`config.mk`:
```
export PLATFORM = sky130hd
export DESIGN_NAME = top_counter
export DESIGN_NICKNAME = d
export VERILOG_FILES = /design/src/rtl/top_counter.sv
export SDC_FILE = /design/constraint.sdc
export NUM_CORES = 1
export LEC_CHECK = 0
export ABC_AREA = 1
export CELL_PAD_IN_SITES_DETAIL_PLACEMENT = 0
export CELL_PAD_IN_SITES_GLOBAL_PLACEMENT = 1
export CORE_UTILIZATION = 32
export DETAILED_ROUTE_END_ITERATION = 16
export GPL_TIMING_DRIVEN = 0
export PLACE_DENSITY = 0.78
export SLEW_MARGIN = 20
export SYNTH_ARGS = -nofsm -noshare
export SYNTH_HDL_FRONTEND = slang
export SYNTH_SLANG_ARGS = --single-unit
```
`constraint.sdc`:
```
create_clock -name CLK -period 2 [get_ports CLK]
set_input_delay 0.2 -clock CLK [delete_from_list [all_inputs] [get_ports CLK]]
set_output_delay 0.2 -clock CLK [all_outputs]
set_load 0.01 [all_outputs]
```
`src/rtl/top_counter.sv`:
```
// top_counter: loadable up/down counter with registered one-cycle
// overflow and underflow pulses. Action priority on each rising clock
// edge: LOAD, then UP, then DN, otherwise hold. RES is an asynchronous,
// active-high reset.
module top_counter #(
    parameter int WIDTH = 8
) (
    input  logic             CLK,
    input  logic             RES,
    input  logic [WIDTH-1:0] DIN,
    input  logic             LOAD,
    input  logic             UP,
    input  logic             DN,
    output logic [WIDTH-1:0] DOUT,
    output logic             OVF,
    output logic             UDF
);

    localparam logic [WIDTH-1:0] ALL_ONES = {WIDTH{1'b1}};
    localparam logic [WIDTH-1:0] ZERO     = {WIDTH{1'b0}};
    localparam logic [WIDTH-1:0] ONE      = {{(WIDTH-1){1'b0}}, 1'b1};

    logic [WIDTH-1:0] count_q, count_d;
    logic             ovf_q,   ovf_d;
    logic             udf_q,   udf_d;

    // Next-state logic. The flags are recomputed on every edge, so each
    // wrap gives a pulse that lasts exactly one cycle. Back-to-back wraps
    // therefore give back-to-back pulses.
    // DIN is used only on the LOAD branch. An unknown DIN cannot reach
    // the state while LOAD is low.
    always_comb begin
        count_d = count_q;
        ovf_d   = 1'b0;
        udf_d   = 1'b0;
        if (LOAD) begin
            // A load never raises a flag, even when it loads a boundary value.
            count_d = DIN;
        end else if (UP) begin
            count_d = count_q + ONE;
            ovf_d   = (count_q == ALL_ONES);
        end else if (DN) begin
            count_d = count_q - ONE;
            udf_d   = (count_q == ZERO);
        end
    end

    // State registers. Reset forces zero and clears both flags at once,
    // without waiting for a clock edge.
    always_ff @(posedge CLK or posedge RES) begin
        if (RES) begin
            count_q <= ZERO;
            ovf_q   <= 1'b0;
            udf_q   <= 1'b0;
        end else begin
            count_q <= count_d;
            ovf_q   <= ovf_d;
            udf_q   <= udf_d;
        end
    end

    // All outputs come straight from flops. No path from input to output.
    assign DOUT = count_q;
    assign OVF  = ovf_q;
    assign UDF  = udf_q;

endmodule

```
==> flow_summary.yaml <==
outcome:
  status: "finished clean"
power_and_ir_drop:
  p_sw_share_pct: 37.5
  p_clk_share_pct: 20.9
  p_sw_uw: 327
  intPower_uw: 546
  max-vdd-ir-drop_mv: 0.495
  seqPwrFrac_pct: 33.3
  powerDensity_nw_per_um2: 795
  p_leak_nw: 0.559
  finalPower_uw: 873
  comb_power_share_pct: 45.8
worst_setup_path:
  critPathMaxFanout: 5
  reg2reg_to: "DOUT[6]"
  cp.arrival_ns: 1.77
  crit_type: "flop to flop"
  cp.required_ns: 2.16
  critPathSlowestCell: "dfrtp_1"
  end_kind: "flop"
  worstReg2RegStart: "DOUT[3]"
  path_common_cell: "nand2_1"
  r2r_cells: 8
  crit_chain: "ha_1 > or2_2 > nand3b_1 > nand2_1 > nand2_1 > nand3_1 > nand2_1 > nand2_1"
  endpoint: "DOUT[6]"
  r2r_slack_ns: 0.38
  critical_path_buf_inv_count: 0
  cp_top_family: "simple AND/OR/NAND/NOR gates"
  critical_path_depth: 8
  cp-start-kind: "flop"
  cp-startpoint: "DOUT[3]"
  critical_path.max_stage_delay_ns: 0.44
floorplan:
  dieArea_sq_um: 2750
  row_count: 17
  die_h_um: 52.5
  initial_core_util_pct: 35.5
  coreArea_sq_um: 2300
  die_w_um: 52.5
  ios: 23
routing:
  drtIter0Drc: 12
  viasPerCell: 4.82
  firstDrtPassIters: 4
  dr_total_vias: 819
  routedWlPerCell_um: 11.7
  drc: 0
  routed_wl_um: 1990
  postRouteAntennaNets: 0
layout:
  layout_commonest_cell: "nand2_1"
  final.fill_count: 248
  drive_gt1_share_pct: 8.45
  fin_cells: 170
  nets: 163
  final_cell_mix: "nand2_1, clkdlybuf4s50_1, inv_1"
  area_growth_pct: 34.9
  antenna_cells: 0
logic_synthesis:
  ys_ff_latch: 10
  yosysTopAreaCell: "dfrtp_1"
  synth_cell_type_count: 26
  ys_seq_area_share_pct: 30.7
  syn_area_sq_um: 815
  ys_warn_count: 0
  syn_avg_cell_area_sq_um: 6.96
  ys_top_cells_by_area: "dfrtp_1, nand2_1, ha_1, inv_1, nand3_1"
  synth_top_area_share_pct: 30.7
  syn-num-nets: 137
  synth_cells: 117
global_routing:
  antenna_found_initial: 0
  track_usage_pct: 17.5
  grt_max_degree: 11
  grt_pass1_wl_um: 3450
  overflow: 0
  grt_pass1_vias: 771
clock_tree:
  cts.sinks: 10
  ctsRootBufferMaster: "clkbuf_4"
  clk_latency_ns: 0.27
  cts_setup_buffers: 0
  clk_pin_slew_ns: 0.07
  cts_tree: "done"
  cts_inserted_buffers: 3
  clk_path_buf_depth: 2
  cts-htree-levels: 1
timing:
  setup_viol: 0
  period_share_pct: 80.8
  period_needed_ns: 1.62
  worst_slack_ns: 0.384
  relSlewSlack_pct: 74.0
  fmax_mhz: 619
  finalHoldViolations: 0
  slew_viol_final: 0
  rsz0062_at_grt: "no"
  tns_ns: 0
  fin_hold_ws_ns: 0.191
  worst_slew_pin_slew_ns: 0.390
  fin_skew_ns: 0.00297
hold_path:
  min_path_type: "input pin to flop"
place:
  dp_cells: 166
  io_buffers: 21
  dp_slack_ns: -0.242
  dp_hpwl_um: 1580
  gp_congestion: 0.816
job:
  cap_violations: 0
-- tightest hold or removal path, stage by stage --
cell and delay (ns):
buf_6 0.10, nand2_1 0.05, nand3_1 0.07
-- cell usage after synthesis --
cell type	count
o21ai_1	1
nand3_1	9
inv_1	13
o21bai_1	1
a21oi_1	5
clkbuf_8	1
buf_6	1
and2_1	1
nand3b_1	2
o21ai_2	1
inv_2	1
nand2_1	38
nor3_1	2
xor2_1	1
o22ai_1	1
a31oi_1	1
nor4_1	2
fa_1	1
or2_2	3
xnor2_1	1
and3_1	1
dfrtp_1	10
nor2_1	11
ha_1	6
nand4_1	2
o21ai_0	1
-- metal layers --
| layer | up-vias | share of wire (%) | GRT usage (%) |
|---|---|---|---|
| met1 | 367 | 48 | 22.1 |
| met4 | 0 | 0.30 | 6.58 |
| li1 | 431 | - | - |
| met2 | 19 | 48 | 28.7 |
| met3 | 2 | 3.5 | 3.77 |
| met5 | - | 0 | 0 |
-- timing repair --
| action | CTS | global route |
|---|---|---|
| gates resized for setup | 0 | 2 |
| setup endpoints to repair | 0 | 3 |
| hold buffers | 0 | 0 |
-- through the flow --
step                      area [sq um]  util (%)
after global routing              1100      47.8
after global placement            1060      46.1
after floorplan                    815         -
final                             1100      47.8
after CTS                         1100      47.7
after detailed placement          1060      46.1
-- sequential cells by signal (all words and copies together), names as in the netlist --
register,cells
UDF,1
OVF,1
DOUT,8
-- power groups by stage --
stage / Combinational, mW / Clock (mW) / Sequential [mW]
detailed placement: 0.399 / 0 / 0.295
CTS: 0.403 / 0.189 / 0.292
floorplan: 0.244 / 0 / 0.296
global placement: 0.394 / 0 / 0.294
finish: 0.400 / 0.182 / 0.291
global route: 0.456 / 0.202 / 0.296
-- logic make-up (layout without fill, tap and decap cells) --
group	Yosys count	after routing	share of synthesized area (%)
adders and majority gates	7	7	11.7
buffers and inverters	16	41	9.52
AOI/OAI and AO/OA	11	11	7.83
DFF	10	10	30.7
and+or+nand+nor	71	71	38.1
xor gates and xnor gates	2	2	2.15
-- worst min-delay path by stage --
stage               slack (ns)  from      end  depth (start not counted)
floorplan                 0.04   RES  DOUT[0]                          1
global placement          0.47  LOAD  DOUT[2]                          3
detailed placement        0.47  LOAD  DOUT[2]                          3
CTS                       0.19  LOAD  DOUT[2]                          3
global route              0.22  LOAD  DOUT[2]                          3
finish                    0.19  LOAD  DOUT[2]                          3
-- final cells by class --
class | count | area (sq um) | share of cell area [%]
well taps | 28 | 35.0 | 3.19
flip-flops and latches | 10 | 250 | 22.8
plain buffers | 2 | 25.0 | 2.28
inverters | 14 | 52.6 | 4.78
clock buffers | 4 | 36.3 | 3.30
repair buffers | 21 | 213 | 19.4
multi-input cells | 91 | 487 | 44.3
(Power assumes the default switching activity.)
